--- config.mk ---
export PLATFORM = sky130hd
export DESIGN_NAME = riscv_dmem_arb
export DESIGN_NICKNAME = d
export VERILOG_FILES = /design/src/rtl/riscv_dmem_arb.sv
export SDC_FILE = /design/constraint.sdc
export NUM_CORES = 1
export LEC_CHECK = 0
export CAP_MARGIN = 20
export CORE_AREA = 2 2 120 122
export CTS_CLUSTER_SIZE = 30
export DETAILED_ROUTE_END_ITERATION = 12
export DIE_AREA = 0 0 122 124
export GPL_TIMING_DRIVEN = 0
export HOLD_SLACK_MARGIN = 0.02
export PLACE_DENSITY = 0.69
export RECOVER_POWER = 25
export SLEW_MARGIN = 20
export SYNTH_ARGS = -nofsm -noshare
export SYNTH_HDL_FRONTEND = slang
export SYNTH_SLANG_ARGS = --single-unit
--- constraint.sdc ---
create_clock -name clk -period 1.95 [get_ports clk]
set_clock_uncertainty 0.2 [all_clocks]
set_input_delay 0.2925 -clock clk [delete_from_list [all_inputs] [get_ports clk]]
set_output_delay 0.2925 -clock clk [all_outputs]
set_load 0.03 [all_outputs]
--- src/rtl/riscv_dmem_arb.sv ---
// -----------------------------------------------------------------------------
// riscv_dmem_arb
//
// Shares the single data-memory port between the EX-stage load/store path
// (ex_*) and the debug unit (du_*). One transaction is outstanding at a time.
// The winner's request is latched into mem_* and held until the memory answers
// with mem_ack/mem_err or the watchdog expires. The response is steered back to
// the granted requester only.
//
// Parameters
//   XLEN       data/address width
//   DU_PRIO    0: round-robin between EX and DU, 1: DU has fixed priority
//   TIMEOUT    BUSY cycles before the watchdog aborts (0 disables it)
//   TMO_W      watchdog counter width (TIMEOUT < 2**TMO_W)
//   biu_size_t access-size type shared with the bus interface
//
// Ports
//   clk, rst                        clock, synchronous active-high reset
//   ex_req/adr/d/we/size            EX request (req held until ack or err)
//   ex_ack/err/q                    EX response (ack/err are 1-cycle pulses)
//   du_req/adr/d/we/size            debug-unit request
//   du_ack/err/q                    debug-unit response
//   mem_req/adr/d/we/size           registered request to memory / DCACHE
//   mem_ack/q/err                   memory response
//   arb_busy                        transaction outstanding
//   arb_gnt_du                      current/last grant went to the debug unit
// -----------------------------------------------------------------------------
module riscv_dmem_arb #(
  parameter int  XLEN       = 32,
  parameter int  DU_PRIO    = 0,
  parameter int  TIMEOUT    = 0,
  parameter int  TMO_W      = 16,
  parameter type biu_size_t = logic [2:0]
) (
  input  logic            clk,
  input  logic            rst,
  // EX-stage load/store path
  input  logic            ex_req,
  input  logic [XLEN-1:0] ex_adr,
  input  logic [XLEN-1:0] ex_d,
  input  logic            ex_we,
  input  biu_size_t       ex_size,
  output logic            ex_ack,
  output logic            ex_err,
  output logic [XLEN-1:0] ex_q,
  // debug-unit memory path
  input  logic            du_req,
  input  logic [XLEN-1:0] du_adr,
  input  logic [XLEN-1:0] du_d,
  input  logic            du_we,
  input  biu_size_t       du_size,
  output logic            du_ack,
  output logic            du_err,
  output logic [XLEN-1:0] du_q,
  // memory / DCACHE side
  output logic            mem_req,
  output logic [XLEN-1:0] mem_adr,
  output logic [XLEN-1:0] mem_d,
  output logic            mem_we,
  output biu_size_t       mem_size,
  input  logic            mem_ack,
  input  logic [XLEN-1:0] mem_q,
  input  logic            mem_err,
  // status
  output logic            arb_busy,
  output logic            arb_gnt_du
);

  localparam logic [0:0] IDLE = 1'b0;
  localparam logic [0:0] BUSY = 1'b1;

  localparam bit TMO_EN = (TIMEOUT != 0);
  // The counter starts at 0 in the first BUSY cycle, so the N-th BUSY cycle
  // holds count N-1; the abort fires in the TIMEOUT-th cycle.
  localparam logic [TMO_W-1:0] TMO_LAST = TMO_EN ? TMO_W'(TIMEOUT - 1) : '0;

  logic [0:0]       state_reg;
  logic             last_du_reg;   // last grant pointer for round-robin
  logic             gnt_du_reg;    // owner of the current/last transaction
  logic [TMO_W-1:0] tmo_cnt_reg;

  logic busy;
  logic tmo_hit;
  logic done;
  logic resp_ack;
  logic resp_err;
  logic pick_du;

  always_comb begin
    busy    = (state_reg == BUSY);
    // A real response in the same cycle beats the watchdog.
    tmo_hit = TMO_EN && busy && !mem_ack && !mem_err && (tmo_cnt_reg == TMO_LAST);
    done    = busy && (mem_ack || mem_err || tmo_hit);
    // Responses are dropped while reset is asserted so an aborted transaction
    // never reports completion.
    resp_err = busy && !rst && (mem_err || tmo_hit);
    resp_ack = busy && !rst && mem_ack && !mem_err;
    // DU wins if it is alone, if it has fixed priority, or if EX went last.
    pick_du = du_req && ((DU_PRIO != 0) || !ex_req || !last_du_reg);
  end

  always_ff @(posedge clk) begin
    if (rst) begin
      state_reg   <= IDLE;
      last_du_reg <= 1'b1;
      gnt_du_reg  <= 1'b0;
      tmo_cnt_reg <= '0;
      mem_req     <= 1'b0;
      mem_adr     <= '0;
      mem_d       <= '0;
      mem_we      <= 1'b0;
      mem_size    <= '0;
    end else begin
      case (state_reg)
        IDLE: begin
          if (ex_req || du_req) begin
            state_reg   <= BUSY;
            mem_req     <= 1'b1;
            mem_adr     <= pick_du ? du_adr  : ex_adr;
            mem_d       <= pick_du ? du_d    : ex_d;
            mem_we      <= pick_du ? du_we   : ex_we;
            mem_size    <= pick_du ? du_size : ex_size;
            gnt_du_reg  <= pick_du;
            last_du_reg <= pick_du;
            tmo_cnt_reg <= '0;
          end
        end
        BUSY: begin
          if (done) begin
            state_reg <= IDLE;
            mem_req   <= 1'b0;
          end else if (TMO_EN) begin
            tmo_cnt_reg <= tmo_cnt_reg + TMO_W'(1);
          end
        end
        default: begin
          state_reg <= IDLE;
          mem_req   <= 1'b0;
        end
      endcase
    end
  end

  assign ex_ack     = resp_ack & ~gnt_du_reg;
  assign ex_err     = resp_err & ~gnt_du_reg;
  assign du_ack     = resp_ack &  gnt_du_reg;
  assign du_err     = resp_err &  gnt_du_reg;
  assign ex_q       = mem_q;
  assign du_q       = mem_q;
  assign arb_busy   = busy;
  assign arb_gnt_du = gnt_du_reg;

endmodule

---- After elaboration in Yosys (flattened, before gate mapping) ----
Index checks and enable logic that the tools add are counted.
Widths: inputs -> output; s select.
storage, ports and cells
  register bits ........................... 72
  latch bits .............................. 0
  RAM bits ................................ 0
  ROM bits ................................ 0
  input bits .............................. 174
  logic and storage cells ................. 41
  memories kept ........................... 0
cells by class
  $add $sub $neg .......................... 0
  multiply operators ...................... 0
  div/mod/pow operators ................... 0
  $lt $le $gt $ge ......................... 0
  equality and inequality tests ........... 2
  shift operators ......................... 0
  multiplexer cells ....................... 10
  bitwise operators ....................... 6
  reduce and logical (&&, ||, !) cells .... 15
operators with widths
  kind                count
  $mux 32             2
  $logic_and 1x1->1   6
  $mux 1              5
  $and 1x1->1         4
  $logic_not 1->1     4
  $pmux 1 s2          2
  $reduce_and 2->1    2
  $logic_or 1x1->1    3
  $mux 3              1
  $ne 2x1->1 const B  1
  $ne 2x2->1 const B  1
  $not 1->1           2

---- Logic depth before layout (Yosys ltp) ----
Gate-level depths: netlist of run 1.
  word-level depth ........................ 5
  mapped depth ............................ 6
  depth with buffers taken out ............ 3

---- Least setup slack after synthesis of run 1 ----
Ideal clock, no wire load.
  path kind ............................... reg2out
  from .................................... register state_reg, in the netlist arb_busy
  to ...................................... output ex_ack
  data arrival time ....................... 1.833 ns
  data required time ...................... 1.457 ns
  path slack .............................. -0.375 ns
  cell stages (with the launch flop) ...... 3
  cell sequence ........................... dfxtp_1 nor2b_1 nor4bb_1
between the ends
  longest elaborated chain between the ends .. 4
RTL lines
  what                             line  RTL
  start, declared                  77    logic [0:0] state_reg;
  start signal, assigned           104   state_reg <= IDLE;
  start signal, assigned           117   state_reg <= BUSY;
  start signal, assigned           130   state_reg <= IDLE;
  $logic_and 1x1->1 (3 in series)  97    resp_ack = busy && !rst && mem_ack && !mem_err;
  $and 1x1->1                      144   assign ex_ack = resp_ack & ~gnt_du_reg;
  end, declared                    43    output logic ex_ack,
No other way between the ends.

---- Worst setup path in the final report of run 1 ----
Ends and elaborated chain as after synthesis.

==> results of run 1 <==
## through the flow
step | setup slack, ps | hold slack (ps) | setup TNS (ps) | power (mW)
global route | -50.3 | 226 | -61.3 | 5.46
detailed placement | -525 | 292 | -18640 | 3.61
CTS | 0.334 | 202 | 0 | 5.28
floorplan | 104 | 231 | 0 | 2.73
global placement | -510 | 285 | -17380 | 3.58
finish | 14.5 | 179 | 0 | 5.21
## cells in the mapped netlist (all sizes together)
master	instances	area share [%]
buf	89	17
nor2	74	7.7
dfxtp	72	40
a21oi	69	9.5
nand2	69	7.2
a211oi	68	14
clkbuf	13	1.3
nor2b	2	0.35
a21bo	1	0.28
a21boi	1	0.31
a221o	1	0.28
a2bb2oi	1	0.24
and3	1	0.17
and4b	1	0.28
nand2b	1	0.17
nor3	1	0.14
nor4bb	1	0.28
o21ba	1	0.28
o21bai	1	0.31
## power by group
group	total [mW]	switching [mW]	internal, mW
Combinational	1.85	0.968	0.877
Clock	1.65	0.630	1.02
Sequential	1.72	0.0891	1.63
## layer usage
layer / global-route usage [%] / vias up / share of wire [%]
li1: - / 2118 / -
met1: 21.3 / 2003 / 40
met2: 32.8 / 214 / 51
met3: 4.49 / 18 / 7.3
met4: 8.33 / 0 / 2.0
met5: 0 / - / 0
## what timing repair did
action	4_1_cts	5_1_grt
buffers inserted	0	2
setup endpoints to repair	8	38
resized for setup	25	12
## kinds of logic after synthesis
kind of cell / Yosys count
AO/OA/AOI/OAI: 143
AND/OR/NAND/NOR: 150
flip-flops: 72
buffers and inverters: 102
## final cells by class
class                           instances  area share, %
Tap cell                              180           3.22
Buffer                                102           9.79
Multi-Input combinational cell        293           22.1
Clock buffer                           10           3.42
Timing Repair Buffer                  281           40.0
Sequential cell                        72           20.7
Clock inverter                          6          0.841
## path summary, 6_finish.rpt
check,end,slack (ps),cells past startpoint
setup / recovery,ex_ack,10,3
setup reg to reg,mem_d[19]$_SDFFE_PP0P_,230,6
hold / removal,mem_req$_SDFFE_PP0P_,180,2
hold reg to reg,mem_we$_SDFFE_PP0P_,300,2
==> impl_metrics.csv, run 1 <==
group,metric,value,unit
timing,fmax,0.517,GHz
timing,final_critical_delay_including_setup_and_external_delays,1940,ps
clock_tree,cts_h_tree_lvls,3,
yosys,post_synth_net_total,641,
power,pwr_density_cell,745,mW/mm^2
setup_path,timing.critical_path.slowest_stage_cell,"sky130_fd_sc_hd__dfxtp_4",
final_layout,syn2layout_area_growth,93.0,%
final_layout,layout.filler_cells,1261,
detailed_routing,drc,0,
clock_tree,count_of_clock_tree_sinks,72,
power,vdd_drop_max,0.390,mV
yosys,synth.yosys.seq_area_share,39.8,%
setup_path,worstPathBufferInverterCount,1,
worst_hold_path,worstHoldPathType,"input port to register",
final_layout,final_nets,933,
yosys,yosys.area_share.xor_xnor,0,%
floorplanning,initial_utilization,26.4,%
timing,hold_violations,0,
global_routing,vias_in_the_first_global_route,4418,
timing,final-max-slew-violation-count,0,
yosys,syn-instance-count,467,
detailed_routing,detail-route-antenna-nets,0,
clock_tree,clock_tree_from_tritoncts,"yes",
final_layout,final_layout_size_suffix_gt1_share,15.8,%
worst_hold_path,hold_start,"rst",
timing,timing.final.setup_violations,0,
final_layout,final_core_util,51.0,%
timing,timing.final.crit_share,99.3,%
placed_design,placement.cell_area,0.00666,mm^2
floorplanning,vertical_extent_of_the_die,124,um
timing,grt_setup_unrepaired,"true",
floorplanning,die_area,0.0151,mm^2
setup_path,regToRegStartpoint,"last_du_reg$_SDFFE_PP1P_",
final_layout,diodes,0,
setup_path,worstSetupStartpointType,"register",
floorplanning,fp.dieW,122,um
setup_path,worst_setup_path_class,"register to output port",
yosys,synthAdderAreaFrac,0,%
final_layout,finalNonFillerCells,944,
detailed_routing,totalWireLength,14600,um
clock_tree,worst_setup_hold_path_clk_slew,60,ps
yosys,mean_syn_cell_area,7.76,um^2
global_routing,grt.overflow.total,0,
setup_path,slowest_delay,400,ps
yosys,synth_warnings,0,
setup_path,cp-startpoint,"arb_busy$_SDFF_PP0_",
status,outcome,"completed",
setup_path,critical_path_required,1460,ps
placed_design,place_congestion,0.754,
detailed_routing,via_count,4353,
global_routing,wire_length_of_the_first_global_routing_pass,21800,um
yosys,muxShareOfSynthArea,0,%
final_layout,final_common_cell,"sky130_fd_sc_hd__clkdlybuf4s50_1",
detailed_routing,dr.pass1.iters,5,
timing,maxSlewHeadroom,63.0,%
yosys,synth_simple_gate_area_share,16.2,%
setup_path,worst-endpoint-arrival,1440,ps
clock_tree,cts.path.max_buffers,2,
final_layout,highest_count_cells_in_the_layout_ignoring_fill_and_taps,"sky130_fd_sc_hd__clkdlybuf4s50_1, sky130_fd_sc_hd__nor2_1, sky130_fd_sc_hd__dfxtp_1",
power,power.static_leakage,2.93,nW
final_layout,seqCellArea,0.00145,mm^2
clock_tree,cts.hold.buffers_added,0,
global_routing,grt_antenna_before_repair,0,
floorplanning,rows,43,
yosys,synth-seq-cells,72,
detailed_routing,drt_first_iter_violations,186,
clock_tree,clock_tree.root_cell,"sky130_fd_sc_hd__clkbuf_16",
yosys,post_synth_num_cell_types,21,
final_layout,layout_top_registers,"mem_adr: 32 flops, mem_d: 32 flops, mem_size: 3 flops",
detailed_routing,route.detailed.wl_per_inst,15.5,um
yosys,netlist_area,0.00362,mm^2
floorplanning,io_pins,313,
placed_design,numPlacedInstances,926,
setup_path,worst_path_dominant_cell_family,"simple AND/OR/NAND/NOR gates",
placed_design,placed_wire_length_estimate_after_detailed_placement,11600,um
yosys,synth_top_family_by_area,"compound AO/OA/AOI/OAI gates",
placed_design,io_buffers,279,
detailed_routing,avgViaCountPerCell,4.61,
clock_tree,clock_insertion_delay_worst_skew,340,ps
final_layout,post-route-cell-area,0.00699,mm^2
final_layout,area_of_combinational_cells_with_multiple_inputs,0.00154,mm^2
setup_path,cp_max_fo,9,
global_routing,grt_start_max_net_pins,13,
setup_path,cp-end-kind,"output port",
clock_tree,tritoncts.num_buffers,9,
global_routing,grt_usage,18.6,%
setup_path,critical_path.cell_chain,"nor2b_4 -> nor4bb_4 -> buf_6",
job,maxCapViolations,0,
floorplanning,design.core.area,0.0137,mm^2
timing,timing_worst_slew_pin_value,555,ps
yosys,synth_compound_area_share,25.3,%
Power figures use the tool's default switching activity.
==> run 2, diff against run 1 <==
- PLACE_DENSITY: 0.69 -> 0.79
==> run 2 against run 1 <==
Clock power up 15%. Highest routed layer unchanged. First-iteration DRC count is 7.0% lower. Combinational power about the same. Non-clock buffer count is 2 lower. Final area rose by 0.36%.
==> impl_metrics.csv, run 2 (synthesis results as in run 1) <==
group,metric,value,unit
status,outcome,"completed",
floorplanning,design.core.area,0.0137,mm^2
global_routing,grt.overflow.total,0,
floorplanning,rows,43,
final_layout,final_common_cell,"sky130_fd_sc_hd__clkdlybuf4s50_1",
timing,fmax,0.531,GHz
final_layout,layout_top_registers,"mem_adr: 32 flops, mem_d: 32 flops, mem_size: 3 flops",
detailed_routing,route.detailed.wl_per_inst,15.3,um
job,maxCapViolations,0,
placed_design,placed_wire_length_estimate_after_detailed_placement,11300,um
global_routing,vias_in_the_first_global_route,4165,
clock_tree,clock_insertion_delay_worst_skew,340,ps
power,power.static_leakage,2.93,nW
floorplanning,die_area,0.0151,mm^2
setup_path,cp_max_fo,2,
detailed_routing,totalWireLength,14400,um
clock_tree,count_of_clock_tree_sinks,72,
detailed_routing,dr.pass1.iters,4,
floorplanning,vertical_extent_of_the_die,124,um
final_layout,finalNonFillerCells,942,
setup_path,worst_path_dominant_cell_family,"buffers and inverters",
detailed_routing,drt_first_iter_violations,173,
setup_path,slowest_delay,720,ps
timing,tns,0,ps
setup_path,worst-r2r-cell-count,5,
setup_path,critical_path.cell_chain,"clkdlybuf4s50_1",
setup_path,critical_path_required,1460,ps
clock_tree,cts_h_tree_lvls,3,
setup_path,regToRegStartpoint,"arb_busy$_SDFF_PP0_",
setup_path,worstPathBufferInverterCount,1,
global_routing,grt_start_max_net_pins,13,
setup_path,worstSetupPathDepth,1,
detailed_routing,detail-route-antenna-nets,0,
timing,hold_violations,0,
clock_tree,tritoncts.num_buffers,9,
clock_tree,cts.hold.buffers_added,0,
final_layout,diodes,0,
placed_design,numPlacedInstances,926,
timing,maxSlewHeadroom,66.0,%
setup_path,timing.critical_path.slowest_stage_cell,"sky130_fd_sc_hd__clkdlybuf4s50_1",
timing,grt_setup_unrepaired,"false",
global_routing,grt_usage,18.1,%
power,power_total,5.44,mW
clock_tree,cts.path.max_buffers,2,
final_layout,final_layout_size_suffix_gt1_share,15.4,%
final_layout,highest_count_cells_in_the_layout_ignoring_fill_and_taps,"sky130_fd_sc_hd__clkdlybuf4s50_1, sky130_fd_sc_hd__nor2_1, sky130_fd_sc_hd__dfxtp_1",
final_layout,final_nets,931,
floorplanning,io_pins,313,
worst_hold_path,min_delay_path_depth,2,
timing,timing_worst_slew_pin_value,509,ps
setup_path,cp-end-kind,"output port",
clock_tree,clock_tree_from_tritoncts,"yes",
clock_tree,clock_tree.root_cell,"sky130_fd_sc_hd__clkbuf_16",
global_routing,grt_antenna_before_repair,0,
setup_path,worstSetupStartpointType,"register",
timing,timing.final.setup_violations,0,
detailed_routing,avgViaCountPerCell,4.54,
timing,final-max-slew-violation-count,0,
power,vdd_drop_max,0.440,mV
detailed_routing,drc,0,
placed_design,place_congestion,0.758,
setup_path,worst_setup_path_class,"register to output port",
placed_design,io_buffers,279,
setup_path,cp-startpoint,"mem_adr[4]$_SDFFE_PP0P_",
final_layout,syn2layout_area_growth,93.7,%
power,pwr_density_cell,775,mW/mm^2
floorplanning,initial_utilization,26.4,%
global_routing,wire_length_of_the_first_global_routing_pass,21300,um
detailed_routing,via_count,4277,
worst_hold_path,hold_start,"du_req",
timing,final_critical_delay_including_setup_and_external_delays,1880,ps
setup_path,worst-endpoint-arrival,1390,ps
worst_hold_path,worstHoldPathType,"input port to register",
clock_tree,worst_setup_hold_path_clk_slew,60,ps
timing,timing.final.crit_share,96.6,%
floorplanning,fp.dieW,122,um
run 2: where the power goes:
part	switching (mW)	total (mW)	leakage (nW)	internal [mW]
clock network	0.644	1.89	0.156	1.25
logic	0.958	1.83	2.17	0.874
registers	0.0845	1.71	0.599	1.63
total	1.69	5.44	2.93	3.75
run 2: final timing paths:
kind / to / slack (ps)
min: last_du_reg$_SDFFE_PP1P_ / 170
min reg2reg: mem_d[4]$_SDFFE_PP0P_ / 300
max reg2reg: mem_d[18]$_SDFFE_PP0P_ / 280
max: mem_adr[4] / 70
run 2: what timing repair did:
item | in CTS | in global routing
buffers inserted | 0 | 1
endpoints found under the hold margin | 0 | 0
endpoints found under the setup margin | 19 | 21
pin swaps | 1 | 0
gates resized for setup | 27 | 12
run 2: cell type report:
| cell class | count | area, um^2 |
|---|---|---|
| repair buffers | 280 | 2780 |
| plain buffers | 101 | 682 |
| clock buffers | 11 | 233 |
| flip-flops and latches | 72 | 1450 |
| fillers | 1321 | 6700 |
| multi-input cells | 293 | 1540 |
| clock inverters | 5 | 105 |
| well taps | 180 | 225 |
run 2: routing by layer:
| layer | global-route usage [%] | up-vias | part of all wire (%) |
|---|---|---|---|
| met3 | 5.45 | 18 | 8.4 |
| met2 | 32.3 | 202 | 51 |
| li1 | - | 2118 | - |
| met1 | 20.9 | 1939 | 39 |
| met5 | 0 | - | 0 |
| met4 | 5.68 | 0 | 1.4 |
run 2: through the flow:
step | area [um^2] | worst slack [ps] | utilization, % | hold WS [ps]
after floorplan | 3640 | 104 | - | 231
after global placement | 6660 | -481 | 48.5 | 284
after detailed placement | 6660 | -560 | 48.5 | 290
after CTS | 7010 | 12.9 | 51.1 | 185
after global routing | 7020 | 4.91 | 51.1 | 196
final | 7020 | 66.7 | 51.1 | 172
==> run 3, diff against run 2 <==
- CTS_CLUSTER_SIZE: 30 -> unset
==> results of run 3 <==
Same layout as run 2: the final DEF is identical, and so are final timing and power.
